### src/rtl/gray_count_decoder.sv
// Gray-count decoder: synchronizes an external Gray count, decodes it to
// binary and tracks +1 steps, wraps and illegal transitions.
//
// Ports:
//   Clk             - sole clock, rising edge
//   Clear_in        - asynchronous active-high reset
//   GrayCount_in    - Gray count from an external counter (unsynchronized)
//   Enable_in       - sample qualifier for the decode/compare stage
//   Resync_in       - re-prime tracking and clear Error_out
//   BinaryCount_out - binary decode of the last enabled sample
//   Step_out        - one-cycle pulse on a valid +1 advance (TRACK only)
//   Wrap_out        - one-cycle pulse on a valid all-ones -> zero advance
//   Error_out       - high while in FAULT
//   ErrorCount_out  - saturating count of illegal transitions

module gray_count_decoder #(
  parameter int COUNTER_WIDTH = 4,
  parameter int SYNC_STAGES   = 2
) (
  input  logic                     Clk,
  input  logic                     Clear_in,
  input  logic [COUNTER_WIDTH-1:0] GrayCount_in,
  input  logic                     Enable_in,
  input  logic                     Resync_in,
  output logic [COUNTER_WIDTH-1:0] BinaryCount_out,
  output logic                     Step_out,
  output logic                     Wrap_out,
  output logic                     Error_out,
  output logic [7:0]               ErrorCount_out
);

  localparam int W = COUNTER_WIDTH;
  localparam logic [W-1:0] ONE = W'(1);

  generate
    if (W < 2 || W > 16) begin : g_bad_width
      $error("COUNTER_WIDTH out of range 2..16");
    end
    if (SYNC_STAGES < 2 || SYNC_STAGES > 4) begin : g_bad_sync
      $error("SYNC_STAGES out of range 2..4");
    end
  endgenerate

  typedef enum logic [1:0] {
    ST_PRIME,
    ST_TRACK,
    ST_FAULT
  } state_t;

  // ---------------------------------------------------------------
  // Input synchronizer: shifts every cycle, independent of Enable_in
  // ---------------------------------------------------------------
  logic [W-1:0] r_sync [SYNC_STAGES];

  always_ff @(posedge Clk or posedge Clear_in) begin
    if (Clear_in) begin
      for (int i = 0; i < SYNC_STAGES; i++) begin
        r_sync[i] <= '0;
      end
    end else begin
      r_sync[0] <= GrayCount_in;
      for (int i = 1; i < SYNC_STAGES; i++) begin
        r_sync[i] <= r_sync[i-1];
      end
    end
  end

  logic [W-1:0] w_g;
  assign w_g = r_sync[SYNC_STAGES-1];

  // ---------------------------------------------------------------
  // Gray -> binary: bit i is the XOR of all Gray bits at or above i
  // ---------------------------------------------------------------
  logic [W-1:0] w_bin;

  always_comb begin
    w_bin = '0;
    for (int i = 0; i < W; i++) begin
      w_bin[i] = ^(w_g >> i);
    end
  end

  // ---------------------------------------------------------------
  // Transition classification against the previous enabled sample
  // ---------------------------------------------------------------
  logic [W-1:0] r_prev_g;
  logic [W-1:0] r_prev_b;
  logic [W-1:0] w_diff;
  logic [W-1:0] w_delta;
  logic         w_hold;
  logic         w_one;
  logic         w_adv;
  logic         w_wrap;
  logic         w_illegal;

  assign w_diff  = w_g ^ r_prev_g;
  assign w_delta = w_bin - r_prev_b;
  assign w_hold  = (w_diff == '0);
  // exactly one bit set: non-zero and clearing the lowest set bit
  // leaves nothing behind
  assign w_one   = !w_hold && ((w_diff & (w_diff - ONE)) == '0);
  assign w_adv   = w_one && (w_delta == ONE);
  assign w_wrap  = w_adv && (r_prev_b == '1);
  // anything that is neither a hold nor a +1 advance is illegal,
  // including reverse steps and multi-bit jumps
  assign w_illegal = !w_hold && !w_adv;

  // ---------------------------------------------------------------
  // Mutually exclusive action selects for the tracking FSM
  // ---------------------------------------------------------------
  state_t r_state;
  logic   w_load;
  logic   w_bad;
  logic   w_good;
  logic   w_rearm;
  logic   w_keep;

  assign w_load  = Enable_in && (Resync_in || r_state == ST_PRIME);
  assign w_bad   = Enable_in && !w_load && w_illegal;
  assign w_good  = Enable_in && !w_load && !w_illegal;
  assign w_rearm = !Enable_in && Resync_in;
  assign w_keep  = !Enable_in && !Resync_in;

  logic [W-1:0] r_bin;
  logic         r_step;
  logic         r_wrap;
  logic         r_error;
  logic [7:0]   r_err_cnt;

  always_ff @(posedge Clk or posedge Clear_in) begin
    if (Clear_in) begin
      r_state   <= ST_PRIME;
      r_prev_g  <= '0;
      r_prev_b  <= '0;
      r_bin     <= '0;
      r_step    <= 1'b0;
      r_wrap    <= 1'b0;
      r_error   <= 1'b0;
      r_err_cnt <= '0;
    end else begin
      r_step <= 1'b0;
      r_wrap <= 1'b0;
      if (Enable_in) begin
        r_bin    <= w_bin;
        r_prev_g <= w_g;
        r_prev_b <= w_bin;
      end
      unique case (1'b1)
        w_load: begin
          // priming sample: loaded without any compare
          r_state <= ST_TRACK;
          r_error <= 1'b0;
        end
        w_bad: begin
          r_state <= ST_FAULT;
          r_error <= 1'b1;
          if (r_err_cnt != 8'hFF) begin
            r_err_cnt <= r_err_cnt + 8'd1;
          end
        end
        w_good: begin
          // holds and advances keep the state; pulses only in TRACK
          if (w_adv && r_state == ST_TRACK) begin
            r_step <= 1'b1;
            r_wrap <= w_wrap;
          end
        end
        w_rearm: begin
          r_state <= ST_PRIME;
          r_error <= 1'b0;
        end
        w_keep: begin
          r_state <= r_state;
        end
        default: begin
          r_state <= r_state;
        end
      endcase
    end
  end

  assign BinaryCount_out = r_bin;
  assign Step_out        = r_step;
  assign Wrap_out        = r_wrap;
  assign Error_out       = r_error;
  assign ErrorCount_out  = r_err_cnt;

endmodule
### config.mk
export PLATFORM = sky130hd
export DESIGN_NAME = gray_count_decoder
export DESIGN_NICKNAME = d
export VERILOG_FILES = /design/src/rtl/gray_count_decoder.sv
export SDC_FILE = /design/constraint.sdc
export NUM_CORES = 1
export LEC_CHECK = 0
export BUFFER_PORTS_ARGS = -buffer_cell sky130_fd_sc_hd__buf_2
export CAP_MARGIN = 20
export CORE_UTILIZATION = 45
export DETAILED_ROUTE_END_ITERATION = 10
export GPL_TIMING_DRIVEN = 0
export PLACE_DENSITY_LB_ADDON = 0.08
export SLEW_MARGIN = 5
export SYNTH_ARGS = -nofsm -noshare
export SYNTH_HDL_FRONTEND = slang
export SYNTH_SLANG_ARGS = --single-unit
### constraint.sdc
create_clock -name Clk -period 3.5 [get_ports Clk]
set_input_delay 0.35 -clock Clk [delete_from_list [all_inputs] [get_ports Clk]]
set_output_delay 0.35 -clock Clk [all_outputs]
set_load 0.02 [all_outputs]
==> impl_metrics.py, run 1 <==
metrics = {
    "status": {
        "status": "complete, no violations",
    },
    "timing": {
        "finalSetupViolCount": 0,
        "finalCriticalPeriod_ps": 3280,
        "rsz0062_at_grt": "false",
        "fin_crit_sh_pct": 93.8,
        "fmax_mhz": 304,
        "skew_ps": 2.81,
        "setup_tns_ps": 0,
        "hold_viol": 0,
        "worstMarginPinSlew_ps": 566,
        "worst_hold_slack_ps": 38.7,
        "drv_slew": 0,
        "slew_headroom_pct": 62.2,
    },
    "yosys": {
        "synth_edf_count": 0,
        "yosys_warnings": 0,
        "synth.net_count": 132,
        "synth_cell_types": 31,
        "avgSynthCellArea_sq_um": 11.2,
        "synth_area_leader_cell": "dfrtp_1",
        "synth_common_cells": "dfrtp_1, nand2_1, inv_1",
        "synth_top_area_share_pct": 52.4,
        "ys_seq_area_share_pct": 52.4,
        "synth.area.top_cells": "dfrtp_1, xor2_1, xnor2_1",
        "async_flop_share_pct": 100,
        "ys.flop_type": "dfrtp_1",
        "ys_ff_latch": 28,
        "synthCells": 119,
        "netlist_area_sq_um": 1340,
        "yosysMostFrequentCell": "dfrtp_1",
    },
    "setup_path": {
        "worstSetupStartpointType": "register",
        "crit_arrival_ps": 3520,
        "endpoint_kind": "register",
        "critPathKind": "reg -> reg",
        "crit_fanout": 5,
        "required_ps": 3740,
    },
    "routing": {
        "first_iter_violations": 15,
        "num_vias": 911,
        "route.detailed.drc": 0,
        "wire_per_inst_microns": 12.4,
        "vias_per_cell": 5.15,
        "drtAntennaViolNets": 0,
        "firstDrtPassIters": 4,
        "routed_wl_microns": 2200,
    },
    "clocking": {
        "cts_setup_buffers": 0,
        "path_clk_slew_ps": 150,
        "cts_tree": "built",
        "cts_buffer_depth": 2,
        "cts.sinks": 28,
        "clock_latency_ps": 330,
        "cts_made_buffers": 3,
        "cts_root_buf": "clkbuf_4",
        "hold_buffers": 0,
        "ctsResizeCount": 0,
        "ctsHtreeMaxLevel": 1,
    },
    "placed_design": {
        "gp_congestion": 0.859,
        "io_buffers": 22,
        "dpl.hpwl_microns": 1610,
    },
    "global_routing": {
        "overflow": 0,
        "grt_util_all_layers_pct": 15.8,
        "grt_start_max_net_pins": 29,
        "antenna_found_initial": 0,
        "grt_pass1_vias": 897,
        "grt_pass1_wl_microns": 3900,
    },
    "floorplanning": {
        "die_y_microns": 56.5,
        "ios": 23,
        "chipWidth_microns": 56.5,
        "core_area_sq_um": 2780,
        "start_util_pct": 48.0,
        "die_area_sq_um": 3190,
        "rows": 19,
    },
    "finish": {
        "diodes": 0,
        "drive_gt1_share_pct": 27.4,
        "fin_nets": 160,
        "syn_to_final_growth_pct": 16.8,
        "fin_util_pct": 56.1,
    },
    "worst_hold_path": {
        "hold_class": "in -> async",
    },
    "power_and_ir_drop": {
        "power_leakage_nw": 0.774,
        "p_per_area_nw_per_um2": 571,
        "peakVddDrop_mv": 0.419,
    },
    "job": {
        "cap_violations": 0,
    },
}
## per-layer routing
| layer | GRT usage, % | routed length (microns) |
|---|---|---|
| met3 | 3.46 | 74 |
| met5 | 0 | 0 |
| met4 | 6.62 | 38 |
| met2 | 25.5 | 977 |
| met1 | 20.6 | 1110 |
## kinds of logic after synthesis
family,share of synthesized area [%]
DFF,52.4
AOI/OAI and AO/OA,8.71
xor gates and xnor gates,9.74
buffers and inverters,3.93
adders and majority gates,5.24
muxes,4.49
and+or+nand+nor,15.5
## layout by cell type, fill, tap and decap left out, types with 2 or more instances in the layout
master,instances
dfrtp_1,28
buf_2,22
nand2_1,11
inv_1,9
a21oi_1,7
xor2_1,7
nor2_1,7
o21ai_0,5
xnor2_1,5
nor3_1,4
mux2_2,4
ha_1,4
and3_1,3
clkbuf_4,3
nand3_1,2
buf_4,2
nand4_1,2
nor2b_1,2
a31oi_1,2
## flip-flops by register name, summed over array words and instances, names as in the netlist
name             cells
ErrorCount_out       8
r_prev_g             4
r_sync               4
w_g                  4
BinaryCount_out      3
r_state              2
Error_out            1
Step_out             1
Wrap_out             1
## final cells by class
class,count,area [sq um]
fillers,262,1220
flip-flops and latches,28,701
multi-input cells,79,591
repair buffers,23,125
well taps,31,38.8
inverters,9,33.8
clock inverters,1,30.0
clock buffers,3,22.5
plain buffers,3,18.8
## path summary, 6_finish.rpt
kind / start / end / slack, ps / cells after the start
max in group asynchronous: Clear_in / ErrorCount_out[7]$_DFFE_PP0P_ / 2970 / 3
min in group Clk: GrayCount_in[1] / r_sync[5]$_DFF_PP0_ / 110 / 1
worst max-delay path: w_g[3]$_DFF_PP0_ / ErrorCount_out[1]$_DFFE_PP0P_ / 220 / 11
worst max register to register: w_g[3]$_DFF_PP0_ / ErrorCount_out[1]$_DFFE_PP0P_ / 220 / 11
worst min-delay path: Clear_in / r_sync[4]$_DFF_PP0_ / 40 / 2
worst min register to register: r_sync[5]$_DFF_PP0_ / w_g[1]$_DFF_PP0_ / 370 / 0
## worst max-delay path, cell delays in order (launching register included)
cell and delay [ps]:
dfrtp_1 470, xnor2_2 190, xnor2_1 350, xnor2_1 150
ha_1 230, fa_1 380, xnor2_1 150, a2111oi_2 390
nand2_1 90, o32a_1 360, and2_4 170, mux2_4 290
## where the power goes
part	switching (mW)	internal (mW)
sequential	0.0507	0.371
combinational	0.148	0.108
clock	0.0982	0.116
## metrics by stage
| step | setup slack (ps) | cell area, sq um | power [mW] | instances |
|---|---|---|---|---|
| 3_5_place_dp | 229 | 1490 | 0.683 | 172 |
| 6_report | 216 | 1560 | 0.892 | 177 |
| 2_1_floorplan | 476 | 1340 | 0.609 | 119 |
| 3_3_place_gp | 209 | 1490 | 0.679 | 172 |
| 4_1_cts | 194 | 1540 | 0.897 | 176 |
| 5_1_grt | 7.71 | 1560 | 0.946 | 177 |
Note: power is estimated with default switching activity, not from simulation.
==> run 2, diff against run 1 <==
--- a/config.mk
+++ b/config.mk
@@ -7,10 +7,12 @@
 export LEC_CHECK = 0
 export BUFFER_PORTS_ARGS = -buffer_cell sky130_fd_sc_hd__buf_2
 export CAP_MARGIN = 20
+export CORE_ASPECT_RATIO = 1.25
 export CORE_UTILIZATION = 45
 export DETAILED_ROUTE_END_ITERATION = 10
 export GPL_TIMING_DRIVEN = 0
 export PLACE_DENSITY_LB_ADDON = 0.08
+export SKIP_LAST_GASP = 1
 export SLEW_MARGIN = 5
 export SYNTH_ARGS = -nofsm -noshare
 export SYNTH_HDL_FRONTEND = slang
==> impl_metrics.py, run 2 (synthesis gave the netlist of run 1 again) <==
metrics = {
    "global_routing": {
        "grt_util_all_layers_pct": 16.5,
        "grt_start_max_net_pins": 29,
        "grt_pass1_wl_microns": 3960,
        "overflow": 0,
        "antenna_found_initial": 0,
        "grt_pass1_vias": 930,
    },
    "floorplanning": {
        "die_area_sq_um": 3190,
        "chipWidth_microns": 50.7,
        "rows": 21,
        "start_util_pct": 48.4,
        "ios": 23,
        "core_area_sq_um": 2760,
        "die_y_microns": 62.9,
    },
    "finish": {
        "diodes": 0,
        "final_cell_mix": "dfrtp_1, buf_2, nand2_1",
        "fin_nets": 161,
        "final_common_cell": "dfrtp_1",
        "largest_register_ffs": 8,
        "syn_to_final_growth_pct": 19.3,
        "fin_util_pct": 57.8,
        "drive_gt1_share_pct": 27.9,
    },
    "placed_design": {
        "dpl.hpwl_microns": 1640,
        "gp_congestion": 0.814,
        "io_buffers": 22,
    },
    "routing": {
        "first_iter_violations": 19,
        "vias_per_cell": 5.14,
        "num_vias": 930,
        "routed_wl_microns": 2270,
        "drtAntennaViolNets": 0,
        "firstDrtPassIters": 4,
        "wire_per_inst_microns": 12.6,
        "route.detailed.drc": 0,
    },
    "setup_path": {
        "endpoint_kind": "register",
        "required_ps": 3740,
        "worstSetupStartpointType": "register",
        "crit_arrival_ps": 3400,
        "critPathKind": "reg -> reg",
        "crit_fanout": 5,
    },
    "clocking": {
        "cts_setup_buffers": 0,
        "cts_tree": "built",
        "clock_latency_ps": 330,
        "cts_buffer_depth": 2,
        "cts.sinks": 28,
        "cts_root_buf": "clkbuf_4",
        "path_clk_slew_ps": 160,
        "ctsHtreeMaxLevel": 1,
        "cts_made_buffers": 3,
    },
    "timing": {
        "rsz0062_at_grt": "false",
        "hold_viol": 0,
        "worstMarginPinSlew_ps": 465,
        "fmax_mhz": 316,
        "skew_ps": 11.9,
        "finalSetupViolCount": 0,
        "slew_headroom_pct": 69.0,
        "drv_slew": 0,
        "fin_crit_sh_pct": 90.3,
        "setup_tns_ps": 0,
        "finalCriticalPeriod_ps": 3160,
    },
    "status": {
        "status": "complete, no violations",
    },
    "power_and_ir_drop": {
        "peakVddDrop_mv": 0.423,
        "p_per_area_nw_per_um2": 563,
        "power_leakage_nw": 0.789,
    },
    "worst_hold_path": {
        "hold_class": "in -> reg",
    },
    "job": {
        "cap_violations": 0,
    },
}
==> run 2: cell types whose count changed in the layout (fill, tap and decap cells not counted) <==
| cell | delta |
|---|---|
| xnor2_2 | +1 |
| dlygate4sd3_1 | +1 |
| xnor2_1 | -1 |
| buf_16 | +1 |
| buf_8 | -1 |
==> run 2: area by class of cell <==
cell class                      instances  area (sq um)
Timing Repair Buffer                   24           148
Inverter                                9          33.8
Clock inverter                          1          30.0
Tap cell                               34          42.5
Buffer                                  3          18.8
Fill cell                             258          1160
Sequential cell                        28           701
Multi-Input combinational cell         79           598
Clock buffer                            3          22.5
==> run 2: worst max-delay path, cell delays in order (launching register included) <==
cell	delay [ps]
dfrtp_1	460
xnor2_2	260
xnor2_2	180
xnor2_1	130
ha_1	220
fa_1	380
xnor2_1	140
a2111oi_2	380
nand2_1	100
o32a_1	360
and2_4	180
mux2_4	290
==> run 2: path summary, 6_finish.rpt <==
| path | start | end | slack (ps) | depth (start not counted) |
|---|---|---|---|---|
| min in group asynchronous | Clear_in | r_sync[7]$_DFF_PP0_ | 450 | 3 |
| worst max-delay path | w_g[3]$_DFF_PP0_ | ErrorCount_out[1]$_DFFE_PP0P_ | 340 | 11 |
| worst min-delay path | GrayCount_in[2] | r_sync[6]$_DFF_PP0_ | 100 | 1 |
| max in group asynchronous | Clear_in | r_sync[4]$_DFF_PP0_ | 2640 | 4 |
| worst max register to register | w_g[3]$_DFF_PP0_ | ErrorCount_out[1]$_DFFE_PP0P_ | 340 | 11 |
| worst min register to register | r_sync[7]$_DFF_PP0_ | w_g[3]$_DFF_PP0_ | 370 | 0 |
==> run 2: per-layer routing <==
| layer | wire length (microns) | track usage [%] |
|---|---|---|
| met2 | 1190 | 27.8 |
| met5 | 0 | 0 |
| met3 | 77 | 2.19 |
| met1 | 976 | 20.0 |
| met4 | 31 | 8.33 |
==> run 2: report_power, final <==
| group | switching (mW) | internal [mW] | total (mW) |
|---|---|---|---|
| combinational | 0.148 | 0.113 | 0.261 |
| sequential | 0.0523 | 0.371 | 0.423 |
| clock | 0.0982 | 0.116 | 0.214 |
| total | 0.299 | 0.599 | 0.898 |
==> run 2: per-stage QoR <==
step	cell area [sq um]	power [mW]	setup slack [ps]	std cells	hold WS [ps]
floorplan	1340	0.609	476	119	331
global placement	1490	0.680	260	175	333
detailed placement	1490	0.685	224	175	339
CTS	1540	0.903	207	179	88.5
global route	1590	0.957	107	181	84.5
finish	1590	0.898	339	181	102
==> run 2: timing repair <==
action                                  in CTS  in global routing
endpoints found under the hold margin        0                  4
gates resized for setup                      0                  2
hold buffers                                 0                  1
endpoints found under the setup margin       0                  3
